[src/rtl/fp_div_pkg.sv]
// rtl/fp_div_pkg.sv - shared types and constants for the binary32 divider
// Holds the controller state enum, the special-case class enum, the exponent
// bias/limit, the canonical quiet NaN and the quotient iteration count.
package fp_div_pkg;

    typedef enum logic [2:0] {
        ST_IDLE,
        ST_UNPACK,
        ST_DIVIDE,
        ST_PACK,
        ST_DONE
    } state_t;

    typedef enum logic [1:0] {
        SPC_NONE,
        SPC_NAN,
        SPC_INF,
        SPC_ZERO
    } special_t;

    localparam int          FP_BIAS      = 127;
    localparam int          FP_EXP_MAX   = 255;
    localparam logic [31:0] FP_QNAN      = 32'h7FC00000;
    localparam int          FP_DIV_STEPS = 26;

endpackage

[src/rtl/fp_divider_if.sv]
// rtl/fp_divider_if.sv - start/busy/done request bus of the binary32 divider
// Signals: start, x1, x2 (requester to divider); busy, done, x3, Exception,
// Overflow, Underflow (divider to requester).
// Modports: master = requester side, slave = divider side.
interface fp_divider_if;

    logic        start;
    logic [31:0] x1;
    logic [31:0] x2;
    logic        busy;
    logic        done;
    logic [31:0] x3;
    logic        Exception;
    logic        Overflow;
    logic        Underflow;

    modport master (
        output start, x1, x2,
        input  busy, done, x3, Exception, Overflow, Underflow
    );

    modport slave (
        input  start, x1, x2,
        output busy, done, x3, Exception, Overflow, Underflow
    );

endinterface

[src/rtl/fp_div_core.sv]
// rtl/fp_div_core.sv - iterative restoring 24-bit mantissa divider
// Ports: clk, rst (async, active-high); load latches dividend (25 b, already
// normalised into [divisor, 2*divisor)) and divisor (24 b) and clears the step
// counter; each step produces one quotient bit. Outputs: quotient (24 b),
// guard, round, sticky (remainder nonzero), last (the final step is in progress).
module fp_div_core
    import fp_div_pkg::*;
(
    input  logic        clk,
    input  logic        rst,
    input  logic        load,
    input  logic        step,
    input  logic [24:0] dividend,
    input  logic [23:0] divisor,
    output logic [23:0] quotient,
    output logic        guard,
    output logic        round,
    output logic        sticky,
    output logic        last
);

    logic [24:0] rem;
    logic [23:0] dsr;
    logic [25:0] q;
    logic [4:0]  cnt;
    logic        ge;
    logic [23:0] diff;

    // After a successful subtract the partial remainder is below the divisor,
    // so a 24-bit difference is exact.
    always_comb begin
        ge   = rem >= {1'b0, dsr};
        diff = rem[23:0] - dsr;
    end

    always_ff @(posedge clk or posedge rst) begin
        if (rst) begin
            rem <= '0;
            dsr <= '0;
            q   <= '0;
            cnt <= '0;
        end else if (load) begin
            rem <= dividend;
            dsr <= divisor;
            q   <= '0;
            cnt <= '0;
        end else if (step) begin
            rem <= {(ge ? diff : rem[23:0]), 1'b0};
            q   <= {q[24:0], ge};
            cnt <= cnt + 5'd1;
        end
    end

    assign quotient = q[25:2];
    assign guard    = q[1];
    assign round    = q[0];
    assign sticky   = |rem;
    assign last     = (cnt == 5'(FP_DIV_STEPS - 1));

endmodule

[src/rtl/fp_divider.sv]
// rtl/fp_divider.sv - sequential IEEE-754 binary32 divider, x3 = x1 / x2
// Ports: clk, rst (async, active-high), bus (fp_divider_if.slave).
// Latency is fixed: start sampled at edge N gives done in the cycle after
// edge N+29. Build option FPDIV_ROUND_EN selects round-to-nearest-even;
// without it the quotient is truncated.
module fp_divider
    import fp_div_pkg::*;
(
    input  logic         clk,
    input  logic         rst,
    fp_divider_if.slave  bus
);

`ifdef FPDIV_ROUND_EN
    localparam logic ROUND_EN = 1'b1;
`else
    localparam logic ROUND_EN = 1'b0;
`endif

    localparam logic signed [9:0] EXP_MAX_S = 10'(FP_EXP_MAX);

    state_t state, state_next;
    logic   accept, load, step, pack, commit;

    logic [31:0]        a, b;
    logic               sign_r;
    logic signed [9:0]  exp_r;
    special_t           spc_r;
    logic [31:0]        pend_x3;
    logic               pend_exc, pend_ovf, pend_unf;

    logic [23:0] quotient;
    logic        guard, round, sticky, last;

    // Controller
    always_ff @(posedge clk or posedge rst) begin
        if (rst) state <= ST_IDLE;
        else     state <= state_next;
    end

    always_comb begin
        state_next = state;
        accept     = 1'b0;
        load       = 1'b0;
        step       = 1'b0;
        pack       = 1'b0;
        commit     = 1'b0;
        case (state)
            ST_IDLE:   if (bus.start) begin
                           accept     = 1'b1;
                           state_next = ST_UNPACK;
                       end
            ST_UNPACK: begin
                           load       = 1'b1;
                           state_next = ST_DIVIDE;
                       end
            ST_DIVIDE: begin
                           step = 1'b1;
                           if (last) state_next = ST_PACK;
                       end
            ST_PACK:   begin
                           pack       = 1'b1;
                           state_next = ST_DONE;
                       end
            ST_DONE:   begin
                           commit     = 1'b1;
                           state_next = ST_IDLE;
                       end
            default:   state_next = ST_IDLE;
        endcase
    end

    // Unpack: classify operands, form mantissas and biased exponent
    logic [7:0]  ea, eb;
    logic [22:0] fa, fb;
    logic        za, zb, ia, ib, na, nb, lt;
    logic [23:0] ma, mb;
    logic [24:0] dividend;
    logic [9:0]  exp_un;
    special_t    spc_un;

    always_comb begin
        ea = a[30:23];
        eb = b[30:23];
        fa = a[22:0];
        fb = b[22:0];
        za = (ea == 8'h00);
        zb = (eb == 8'h00);
        ia = (ea == 8'hFF) && (fa == 23'h0);
        ib = (eb == 8'hFF) && (fb == 23'h0);
        na = (ea == 8'hFF) && (fa != 23'h0);
        nb = (eb == 8'hFF) && (fb != 23'h0);
        ma = {1'b1, fa};
        mb = {1'b1, fb};
        // Pre-shifting a smaller dividend guarantees the first quotient bit is 1.
        lt       = ma < mb;
        dividend = lt ? {ma, 1'b0} : {1'b0, ma};
        exp_un   = {2'b00, ea} - {2'b00, eb} + 10'(FP_BIAS) - {9'b0, lt};
        spc_un   = SPC_NONE;
        if (na || nb || (za && zb) || (ia && ib)) spc_un = SPC_NAN;
        else if (ia || zb)                        spc_un = SPC_INF;
        else if (za || ib)                        spc_un = SPC_ZERO;
    end

    // Pack: round, renormalise on carry-out, apply range limits
    logic               inc;
    logic [24:0]        sum;
    logic [22:0]        frac;
    logic signed [9:0]  exp_adj;
    logic [31:0]        pk_x3;
    logic               pk_exc, pk_ovf, pk_unf;

    always_comb begin
        inc     = ROUND_EN & guard & (round | sticky | quotient[0]);
        sum     = {1'b0, quotient} + {24'b0, inc};
        frac    = sum[24] ? sum[23:1] : sum[22:0];
        exp_adj = exp_r + $signed({9'b0, sum[24]});
        pk_x3   = {sign_r, exp_adj[7:0], frac};
        pk_exc  = 1'b0;
        pk_ovf  = 1'b0;
        pk_unf  = 1'b0;
        case (spc_r)
            SPC_NAN:  begin pk_x3 = FP_QNAN;                  pk_exc = 1'b1; end
            SPC_INF:  begin pk_x3 = {sign_r, 8'hFF, 23'h0};   pk_exc = 1'b1; end
            SPC_ZERO: pk_x3 = {sign_r, 31'h0};
            default: begin
                if (exp_adj >= EXP_MAX_S) begin
                    pk_x3  = {sign_r, 8'hFF, 23'h0};
                    pk_ovf = 1'b1;
                end else if (exp_adj <= 10'sd0) begin
                    pk_x3  = {sign_r, 31'h0};
                    pk_unf = 1'b1;
                end
            end
        endcase
    end

    fp_div_core u_core (
        .clk      (clk),
        .rst      (rst),
        .load     (load),
        .step     (step),
        .dividend (dividend),
        .divisor  (mb),
        .quotient (quotient),
        .guard    (guard),
        .round    (round),
        .sticky   (sticky),
        .last     (last)
    );

    // Datapath registers
    always_ff @(posedge clk or posedge rst) begin
        if (rst) begin
            a        <= '0;
            b        <= '0;
            sign_r   <= 1'b0;
            exp_r    <= '0;
            spc_r    <= SPC_NONE;
            pend_x3  <= '0;
            pend_exc <= 1'b0;
            pend_ovf <= 1'b0;
            pend_unf <= 1'b0;
        end else begin
            if (accept) begin
                a <= bus.x1;
                b <= bus.x2;
            end
            if (load) begin
                sign_r <= a[31] ^ b[31];
                exp_r  <= $signed(exp_un);
                spc_r  <= spc_un;
            end
            if (pack) begin
                pend_x3  <= pk_x3;
                pend_exc <= pk_exc;
                pend_ovf <= pk_ovf;
                pend_unf <= pk_unf;
            end
        end
    end

    // Result registers change only on the edge that raises done
    always_ff @(posedge clk or posedge rst) begin
        if (rst) begin
            bus.done      <= 1'b0;
            bus.x3        <= '0;
            bus.Exception <= 1'b0;
            bus.Overflow  <= 1'b0;
            bus.Underflow <= 1'b0;
        end else begin
            bus.done <= commit;
            if (commit) begin
                bus.x3        <= pend_x3;
                bus.Exception <= pend_exc;
                bus.Overflow  <= pend_ovf;
                bus.Underflow <= pend_unf;
            end
        end
    end

    assign bus.busy = (state != ST_IDLE);

endmodule

[src/flat_wrapper.sv]
// flat-port wrapper written by rule: the top's interface ports become plain ports
module fp_divider_flat import fp_div_pkg::*;
  (clk, rst, bus_start, bus_x1, bus_x2, bus_busy, bus_done, bus_x3, bus_Exception, bus_Overflow, bus_Underflow);
  fp_divider_if bus_i ();
  input  logic clk;
  input  logic rst;
  input wire logic [$bits(bus_i.start)-1:0] bus_start;
  input wire logic [$bits(bus_i.x1)-1:0] bus_x1;
  input wire logic [$bits(bus_i.x2)-1:0] bus_x2;
  output wire logic [$bits(bus_i.busy)-1:0] bus_busy;
  output wire logic [$bits(bus_i.done)-1:0] bus_done;
  output wire logic [$bits(bus_i.x3)-1:0] bus_x3;
  output wire logic [$bits(bus_i.Exception)-1:0] bus_Exception;
  output wire logic [$bits(bus_i.Overflow)-1:0] bus_Overflow;
  output wire logic [$bits(bus_i.Underflow)-1:0] bus_Underflow;
  assign bus_i.start = bus_start;
  assign bus_i.x1 = bus_x1;
  assign bus_i.x2 = bus_x2;
  assign bus_busy = bus_i.busy;
  assign bus_done = bus_i.done;
  assign bus_x3 = bus_i.x3;
  assign bus_Exception = bus_i.Exception;
  assign bus_Overflow = bus_i.Overflow;
  assign bus_Underflow = bus_i.Underflow;
  fp_divider u_core (.clk(clk), .rst(rst), .bus(bus_i));
endmodule
[config.mk]
export PLATFORM = sky130hd
export DESIGN_NAME = fp_divider_flat
export DESIGN_NICKNAME = d
export VERILOG_FILES = /design/src/rtl/fp_div_pkg.sv /design/src/rtl/fp_divider_if.sv /design/src/rtl/fp_div_core.sv /design/src/rtl/fp_divider.sv /design/src/flat_wrapper.sv
export SDC_FILE = /design/constraint.sdc
export NUM_CORES = 1
export LEC_CHECK = 0
export BUFFER_PORTS_ARGS = -buffer_cell sky130_fd_sc_hd__buf_4
export CAP_MARGIN = 40
export CORE_MARGIN = 3
export CORE_UTILIZATION = 30
export CTS_BUF_LIST = sky130_fd_sc_hd__clkbuf_2 sky130_fd_sc_hd__clkbuf_4 sky130_fd_sc_hd__clkbuf_8
export CTS_CLUSTER_DIAMETER = 120
export CTS_CLUSTER_SIZE = 16
export DETAILED_ROUTE_END_ITERATION = 10
export PLACE_DENSITY = 0.57
export RECOVER_POWER = 100
export SYNTH_ARGS = -nofsm -noshare
export SYNTH_HDL_FRONTEND = slang
export SYNTH_SLANG_ARGS = --single-unit
[constraint.sdc]
create_clock -name clk -period 7.9 [get_ports clk]
set_input_delay 1.58 -clock clk [delete_from_list [all_inputs] [get_ports clk]]
set_output_delay 1.58 -clock clk [all_outputs]
set_load 0.01 [all_outputs]
==> flow_metrics.env, run 1 <==
export IMPL_run_status="finished, violations left"
export IMPL_violations="capacitance limit, slew limit"
export IMPL_grt_pass1_vias=8699
export IMPL_synth_top_family_by_area="compound AO/OA/AOI/OAI gates"
export IMPL_viasPerCell=4.93
export IMPL_first_pass_iters=5
export IMPL_cts_sinks=230
export IMPL_drt_wirelength_per_cell_um=16.6
export IMPL_synthAdderAreaFrac_pct=7.79
export IMPL_htreeDepth=1
export IMPL_multi_input_area_um2=5570
export IMPL_hold_end="u_core.u_core.dsr[23]"
export IMPL_worstPathRequired_ns=8.31
export IMPL_drt_iter0_markers=531
export IMPL_critPathCaptureType="register"
export IMPL_power_density_nw_per_um2=495
export IMPL_synth_ff_type="dfrtp_1"
export IMPL_initial_utilization_pct=30.5
export IMPL_cts_setup_buffers=0
export IMPL_hp_class="reg2reg"
export IMPL_grt_pass1_wl_um=48100
export IMPL_async_flop_share_pct=100
export IMPL_drv_slew=414
export IMPL_setup_viol=0
export IMPL_cts_resized=0
export IMPL_num_rows=72
export IMPL_synthXorXnorAreaFrac_pct=1.99
export IMPL_antenna_found_initial=0
export IMPL_via_count=8796
export IMPL_die_area_um2=41900
export IMPL_grt_usage_pct=14.1
export IMPL_worstPathMaxFanout=86
export IMPL_holdCritStartpoint="u_core.u_core.dsr[23]"
export IMPL_r2r_start="u_core.state[1]"
export IMPL_grtUsageMet3_pct=2.18
export IMPL_cts_root_buf="clkbuf_8"
export IMPL_cap_viol_max_count=7
export IMPL_postCtsHoldBufs=0
export IMPL_cp_start_kind="input pin"
export IMPL_grt_max_degree=105
export IMPL_ios=104
export IMPL_synth_edff_count=0
export IMPL_netlist_area_um2=11900
export IMPL_cp_arrival_ns=5.85
export IMPL_grt_overflow_total=0
export IMPL_synth_area_per_cell_um2=10.0
export IMPL_layout_drive_gt1_share_pct=14.3
export IMPL_setup_tns_ns=0
export IMPL_critPathKind="in2reg"
export IMPL_clock_path_buffers=3
export IMPL_synthDistinctLibCells=69
export IMPL_route_detailed_drc=0
export IMPL_period_share_pct=68.8
export IMPL_routabilityCongestion=0.873
export IMPL_p_leak_nw=5.91
export IMPL_yosys_area_share_simple_pct=12.8
export IMPL_yosys_area_top_type_share_pct=48.5
export IMPL_globalRoute_busiestLayer="met2"
export IMPL_worstSkewPairLatency_ns=0.55
export IMPL_fin_util_pct=34.2
export IMPL_portBuffers=103
export IMPL_layout_nets=1406
export IMPL_die_h_um=205
export IMPL_synth_compound_area_share_pct=15.9
export IMPL_final_seq_area_um2=5760
export IMPL_yosysTopAreaCell="dfrtp_1"
export IMPL_r2r_slack_ns=3.11
export IMPL_synth_warnings=0
export IMPL_whs_ns=0.468
export IMPL_max_freq_ghz=0.184
export IMPL_ys_seq_area_share_pct=48.5
export IMPL_clk_transition_reported_paths_ns=0.11
export IMPL_slew_headroom_pct=-221
export IMPL_ys_top_cells_by_area="dfrtp_1 49%, mux2_2 7.3%, ha_1 7.3%, nand2_1 6.1%, o21ai_0 4.8%"
export IMPL_area_growth_pct=12.0
export IMPL_cts_tree="built"
export IMPL_synth_cells=1186
export IMPL_synth_seq_cells=230
export IMPL_finalPower_mw=6.57
export IMPL_hold_depth=2
export IMPL_muxShareOfSynthArea_pct=8.58
export IMPL_fin_ws_ns=2.46
export IMPL_synthesis_nets=1325
export IMPL_dp_hpwl_um=20900
export IMPL_routed_wl_um=29600
export IMPL_met1_usage_pct=21.2
export IMPL_fp_dieW_um=205
export IMPL_reg2regPathDepth=5
export IMPL_ir_drop_mv=0.258
export IMPL_worstMarginPinSlew_ns=4.78
export IMPL_min_period_ns=5.44
export IMPL_core_um2=38800
export IMPL_synthTopCellsByCount="230 x dfrtp_1, 192 x nand2_1, 114 x o21ai_0"
export IMPL_antenna_cells=0
export IMPL_skew_ns=0.0311
export IMPL_met2_usage_pct=21.3
export IMPL_finalHoldViolCount=0
export IMPL_cts_buffers=18
export IMPL_antenna_left=0
export IMPL_dp_worst_setup_slack_ns=4.04
export IMPL_synth_most_common_cell="dfrtp_1"
export IMPL_rsz0062_at_grt="no"
export IMPL_fill_cells=4012
export IMPL_rr_endpoint="u_core.b[20]"
==> report_power, final <==
part           switching, mW  internal, mW  leakage, nW
logic                   2.30          1.67         2.85
registers              0.365          1.61         2.92
clock network          0.388         0.221        0.143
==> final cells by class <==
cell class | instances | share of cell area [%]
Clock buffer | 19 | 1.97
Clock inverter | 1 | 0.0848
Inverter | 76 | 2.16
Multi-Input combinational cell | 823 | 41.9
Sequential cell | 230 | 43.4
Tap cell | 518 | 4.88
Timing Repair Buffer | 118 | 5.64
==> state kept, by name, summed over array words and instances, names as in the netlist, 5 cells and up <==
signal             flops
u_core.u_core.cnt      5
u_core.exp_r          10
u_core.b              32
u_core.u_core.rem     25
u_core.pend_x3        32
u_core.u_core.dsr     24
u_core.a              32
u_core.bus.x3         32
u_core.u_core.q       25
==> cell families (layout without fill, tap and decap cells) <==
kind of cell | count (synthesis) | after routing
buffers and inverters | 133 | 214
and+or+nand+nor | 335 | 335
muxes | 91 | 91
DFF | 230 | 230
xor gates and xnor gates | 27 | 27
adders and majority gates | 72 | 72
AOI/OAI and AO/OA | 298 | 298
==> stage by stage <==
stage | std cells | area, um2
3_3_place_gp | 1760 | 13100
2_1_floorplan | 1186 | 11900
4_1_cts | 1785 | 13500
5_1_grt | 1785 | 13300
3_5_place_dp | 1765 | 13200
6_report | 1785 | 13300
==> worst max-delay path, stage by stage <==
cell	delay (ns)
clkbuf_4	0.10
nor2b_1	0.16
and2_0	0.63
clkbuf_1	2.63
nand2_1	0.49
o21ai_0	0.22
==> worst max path at each step <==
| stage | endpoint | slack, ns | cells after the start | start |
|---|---|---|---|---|
| 2_1_floorplan | u_core.a[0] | 0.02 | 1 | rst |
| 3_3_place_gp | u_core.exp_r[9] | 4.14 | 18 | u_core.a[22] |
| 3_5_place_dp | u_core.exp_r[9] | 4.04 | 18 | u_core.a[22] |
| 4_1_cts | u_core.exp_r[9] | 4.00 | 18 | u_core.a[22] |
| 5_1_grt | u_core.b[20] | 1.99 | 6 | bus_start |
| 6_report | u_core.b[20] | 2.46 | 6 | bus_start |
==> layout by cell type (no fill, tap or decap), types with 5 or more instances in the layout <==
master / netlist / routed
nand2_1: 192 / 192
nor2b_1: 8 / 8
nand4_1: 17 / 17
nor4_1: 13 / 13
a21o_1: 18 / 18
o22ai_1: 16 / 16
clkbuf_1: 45 / 44
a22o_1: 26 / 26
buf_4: 1 / 71
xnor2_1: 18 / 18
nor2_1: 37 / 36
a31oi_1: 13 / 13
ha_1: 69 / 69
nand3_1: 19 / 19
inv_1: 74 / 73
a22oi_1: 5 / 5
a21oi_1: 59 / 59
mux2_1: 8 / 8
xor2_1: 9 / 9
o21ai_0: 114 / 115
dfrtp_1: 230 / 230
mux2_2: 77 / 77
nor3_1: 15 / 16
o21bai_1: 6 / 6
clkbuf_8: 0 / 19
mux2i_1: 6 / 6
or4_1: 6 / 6
==> metal layers <==
metal / part of all wire (%) / routed length [um]
met2: 43 / 12700
met3: 4.2 / 1250
met5: 0 / 0
met4: 2.0 / 593
met1: 51 / 15000
No activity file was read; power rests on OpenSTA's default activity.
==> run 2, diff against run 1 <==
clock period = 4.9 ns   (was 7.9 ns; I/O delays follow)
==> flow_metrics.env, run 2 (synthesized netlist as in run 1, its figures left out) <==
export IMPL_run_status="finished, violations left"
export IMPL_violations="capacitance limit, slew limit"
export IMPL_wl_met1_um=15500
export IMPL_critPathCaptureType="register"
export IMPL_postLayoutCellArea_um2=13300
export IMPL_crit_end="u_core.u_core.rem[24]"
export IMPL_cts_tree="built"
export IMPL_portBuffers=103
export IMPL_final_cells=1786
export IMPL_crit_buf_inv=2
export IMPL_num_rows=72
export IMPL_via_count=8926
export IMPL_grt_max_degree=93
export IMPL_layout_nets=1407
export IMPL_top_layer="met4"
export IMPL_worstPathMaxFanout=61
export IMPL_grt_pass1_vias=8783
export IMPL_p_leak_nw=5.90
export IMPL_period_share_pct=83.6
export IMPL_cap_viol_max_count=6
export IMPL_die_h_um=205
export IMPL_slew_headroom_pct=-86.8
export IMPL_area_growth_pct=11.8
export IMPL_min_period_ns=4.09
export IMPL_fin_ws_ns=0.806
export IMPL_dp_hpwl_um=21500
export IMPL_mostFrequentLayoutCells="230 x dfrtp_1, 192 x nand2_1, 115 x o21ai_0"
export IMPL_postCtsHoldBufs=0
export IMPL_met2_length_um=12600
export IMPL_antenna_found_initial=0
export IMPL_htreeDepth=1
export IMPL_cts_root_buf="clkbuf_8"
export IMPL_critPathMaxStageDelay_ns=1.86
export IMPL_cp_top_family="buffers and inverters"
export IMPL_finalHoldViolCount=0
export IMPL_rsz0062_at_grt="no"
export IMPL_first_pass_iters=5
export IMPL_antenna_left=0
export IMPL_crit_slowest_cell="clkbuf_1"
export IMPL_wl_met3_um=1160
export IMPL_critPathKind="reg2reg"
export IMPL_drv_slew=280
export IMPL_viasPerCell=5.00
export IMPL_placed_area_um2=13300
export IMPL_ir_drop_mv=0.546
export IMPL_cts_setup_buffers=0
export IMPL_grt_overflow_total=0
export IMPL_layout_commonest_cell="dfrtp_1"
export IMPL_dp_worst_setup_slack_ns=1.11
export IMPL_r2r_slack_ns=0.81
export IMPL_finalPower_mw=10.7
export IMPL_setup_viol=0
export IMPL_ios=104
export IMPL_cts_resized=0
export IMPL_grt_pass1_wl_um=48600
export IMPL_max_freq_ghz=0.244
export IMPL_clk_transition_reported_paths_ns=0.11
export IMPL_power_density_nw_per_um2=804
export IMPL_reg2regPathDepth=7
export IMPL_layout_drive_gt1_share_pct=14.1
export IMPL_path_cells="nor3b_1, clkbuf_1, nor2_1, clkbuf_2, a22o_1, a31oi_1, o31ai_1"
export IMPL_antenna_cells=0
export IMPL_crit_cells=7
export IMPL_fp_dieW_um=205
export IMPL_worstPathRequired_ns=5.30
export IMPL_worstMarginPinSlew_ns=2.80
export IMPL_routabilityCongestion=0.856
export IMPL_cts_buffers=18
export IMPL_worstSkewPairLatency_ns=0.55
export IMPL_cp_start_kind="register"
export IMPL_drt_wirelength_per_cell_um=16.8
export IMPL_drt_iter0_markers=534
export IMPL_fin_util_pct=34.1
export IMPL_core_um2=38800
export IMPL_clock_path_buffers=3
export IMPL_setup_tns_ns=0
export IMPL_cp_arrival_ns=4.50
export IMPL_cp_startpoint="u_core.state[1]"
export IMPL_dp_cells=1766
export IMPL_skew_ns=0.0397
export IMPL_grt_usage_pct=14.2
export IMPL_whs_ns=0.398
export IMPL_die_area_um2=41900
export IMPL_initial_utilization_pct=30.5
export IMPL_routed_wl_um=30000
export IMPL_hp_class="in2async"
export IMPL_r2r_start="u_core.state[1]"
export IMPL_route_detailed_drc=0
export IMPL_cts_sinks=230
export IMPL_rr_endpoint="u_core.u_core.rem[24]"
-- run 2: cell count changes in the layout (fill, tap and decap cells not counted), sizes merged --
| cell | change |
|---|---|
| clkbuf | +5 |
| buf | -4 |
-- run 2: final cells by class --
class / instances / area [um2]
clock buffer: 19 / 262
clock inverter: 1 / 11.3
fill: 4062 / 25600
inverter: 76 / 287
multi-input combinational: 823 / 5580
sequential: 230 / 5760
tap: 518 / 648
timing repair buffer: 119 / 712
-- run 2: worst reg2reg max path, cell delays in order, from the launching register on --
cell	delay, ns
dfrtp_1	0.47
nor3b_1	0.20
clkbuf_1	1.86
nor2_1	0.19
clkbuf_2	0.60
a22o_1	0.41
a31oi_1	0.14
o31ai_1	0.10
-- run 2: routing by layer --
layer,vias up,GRT usage [%]
li1,4329,-
met1,4362,22.3
met2,196,20.9
met3,39,1.53
met4,0,3.44
met5,-,0
-- run 2: worst min path at each step --
stage                                     start                     to  slack, ns  cells past startpoint
after floorplan           u_core.u_core.dsr[23]  u_core.u_core.dsr[23]       0.42                      2
after global placement    u_core.u_core.dsr[23]  u_core.u_core.dsr[23]       0.44                      2
after detailed placement  u_core.u_core.dsr[23]  u_core.u_core.dsr[23]       0.44                      2
after CTS                                   rst     u_core.u_core.q[3]       0.37                      2
after global routing                        rst     u_core.u_core.q[5]       0.38                      2
final                                       rst     u_core.u_core.q[5]       0.40                      2
-- run 2: power breakdown --
part	switching, mW	internal (mW)	leakage [nW]
registers	0.603	2.60	2.92
clock network	0.634	0.356	0.143
logic	3.79	2.68	2.84
==> run 3, diff against run 2 <==
clock period = 3.5 ns   (was 4.9 ns; I/O delays follow)
==> flow_metrics.env, run 3 (synthesized netlist as in run 1, its figures left out) <==
export IMPL_crit_cells=18
export IMPL_violations="capacitance limit, slew limit, setup timing"
export IMPL_drt_iter0_markers=502
export IMPL_antenna_left=0
export IMPL_finalHoldViolCount=0
export IMPL_ios=104
export IMPL_viasPerCell=4.93
export IMPL_clockPowerShare_pct=8.9
export IMPL_layout_commonest_cell="dfrtp_1"
export IMPL_grt_usage_pct=14.1
export IMPL_area_growth_pct=15.6
export IMPL_power_frac_comb_pct=63.1
export IMPL_fin_util_pct=35.3
export IMPL_cap_viol_max_count=7
export IMPL_antenna_cells=0
export IMPL_placed_area_um2=13600
export IMPL_grt_pass1_vias=8914
export IMPL_min_period_ns=3.51
export IMPL_layout_drive_gt1_share_pct=18.3
export IMPL_finalPower_mw=15.6
export IMPL_htreeDepth=1
export IMPL_final_cells=1827
export IMPL_first_pass_iters=5
export IMPL_dp_cells=1804
export IMPL_worstSkewPairLatency_ns=0.55
export IMPL_drt_wirelength_per_cell_um=16.2
export IMPL_portBuffers=103
export IMPL_postLayoutCellArea_um2=13700
export IMPL_power_density_nw_per_um2=1140
export IMPL_internal_power_mw=8.50
export IMPL_setup_tns_ns=-0.0117
export IMPL_routabilityCongestion=0.860
export IMPL_rsz0062_at_grt="yes"
export IMPL_worstPathMaxFanout=2
export IMPL_postCtsHoldBufs=0
export IMPL_antenna_found_initial=0
export IMPL_route_detailed_drc=0
export IMPL_cts_buffers=18
export IMPL_ir_drop_mv=0.709
export IMPL_setup_viol=1
export IMPL_path_cells="ha_4, nand4_1, or2_1, or4_4, a211oi_4, nor3_4, inv_2, ha_4, ha_4, inv_2, fa_2, inv_1, a21oi_1, o21bai_1, a21o_1, a21o_1, a2111oi_2, a21o_1"
export IMPL_cp_start_kind="register"
export IMPL_cts_sinks=230
export IMPL_power_share_sequential_pct=28.0
export IMPL_critPathKind="reg2reg"
export IMPL_routed_wl_um=29600
export IMPL_die_h_um=205
export IMPL_die_area_um2=41900
export IMPL_initial_utilization_pct=30.5
export IMPL_cts_root_buf="clkbuf_8"
export IMPL_clk_transition_reported_paths_ns=0.14
export IMPL_crit_buf_inv=3
export IMPL_core_um2=38800
export IMPL_cp_arrival_ns=3.93
export IMPL_period_share_pct=100
export IMPL_fp_dieW_um=205
export IMPL_mostFrequentLayoutCells="230 x dfrtp_1, 192 x nand2_1, 113 x o21ai_0"
export IMPL_fin_ws_ns=-0.0117
export IMPL_critPathMaxStageDelay_ns=0.44
export IMPL_worstMarginPinSlew_ns=1.94
export IMPL_grt_max_degree=77
export IMPL_reg2regPathDepth=18
export IMPL_worstPathRequired_ns=3.92
export IMPL_grt_overflow_total=0
export IMPL_critPathCaptureType="register"
export IMPL_via_count=9007
export IMPL_clock_path_buffers=3
export IMPL_layout_nets=1448
export IMPL_cts_tree="built"
export IMPL_switching_share_pct=45.5
export IMPL_skew_ns=0.0484
export IMPL_drv_slew=326
export IMPL_crit_slowest_cell="or4_4"
export IMPL_switching_power_mw=7.10
export IMPL_p_leak_nw=6.12
export IMPL_num_rows=72
export IMPL_dp_hpwl_um=21500
export IMPL_hp_class="in2async"
export IMPL_run_status="finished, violations left"
export IMPL_slew_headroom_pct=-29.6
export IMPL_max_freq_ghz=0.285
export IMPL_cp_top_family="compound AO/OA/AOI/OAI gates"
export IMPL_grt_pass1_wl_um=48200
-- run 3: cell count changes in the layout (fill, tap and decap cells not counted), moves of 2 or more --
cell	change
o21ai_1	+2
clkbuf_1	-4
o21ai_0	-2
ha_4	+7
inv_2	+4
clkbuf_2	+3
buf_4	+36
ha_1	-7
buf_12	+2
clkbuf_4	+3
inv_1	-4
-- run 3: final cells by class --
| cell class | count | area [um2] |
|---|---|---|
| clock buffer | 19 | 262 |
| clock inverter | 1 | 11.3 |
| fill | 3974 | 25100 |
| inverter | 76 | 287 |
| multi-input combinational | 823 | 5690 |
| sequential | 230 | 5760 |
| tap | 518 | 648 |
| timing repair buffer | 160 | 1050 |
-- run 3: power by group through the flow --
stage / Combinational, mW / Sequential, mW / Clock [mW]
3_5_place_dp: 9.76 / 4.42 / 0
5_1_grt: 11.1 / 4.51 / 1.54
6_report: 9.84 / 4.37 / 1.39
3_3_place_gp: 9.64 / 4.37 / 0
4_1_cts: 9.88 / 4.36 / 1.46
2_1_floorplan: 7.00 / 4.27 / 0
-- run 3: timing repair --
action | CTS | global route
setup endpoints to repair | 2 | 4
pin swaps | 0 | 4
setup buffers | 1 | 2
gates resized for setup | 1 | 13
-- run 3: final timing paths --
check                                      start                     to  slack (ns)
max                                 u_core.a[18]        u_core.exp_r[9]       -0.01
min                                          rst  u_core.u_core.rem[22]        0.33
max reg2reg                         u_core.a[18]        u_core.exp_r[9]       -0.01
min reg2reg                u_core.u_core.dsr[23]  u_core.u_core.dsr[23]        0.48
max in group asynchronous                    rst     u_core.pend_x3[16]        0.65
min in group clk                       bus_x2[3]            u_core.b[3]        0.37
-- run 3: stage by stage --
step           setup slack, ns  hold slack (ns)
5_1_grt                 -0.158            0.356
6_report               -0.0117            0.327
2_1_floorplan           -0.208            0.418
3_5_place_dp           -0.0169            0.458
4_1_cts                0.00261            0.201
3_3_place_gp            0.0435            0.439
-- run 3: per-layer routing --
layer / vias to the layer above / wire (um) / global-route usage [%]
met3: 41 / 1360 / 2.00
met4: 0 / 617 / 3.05
met1: 4351 / 15100 / 21.3
li1: 4421 / - / -
met2: 194 / 12600 / 21.2
met5: - / 0 / 0
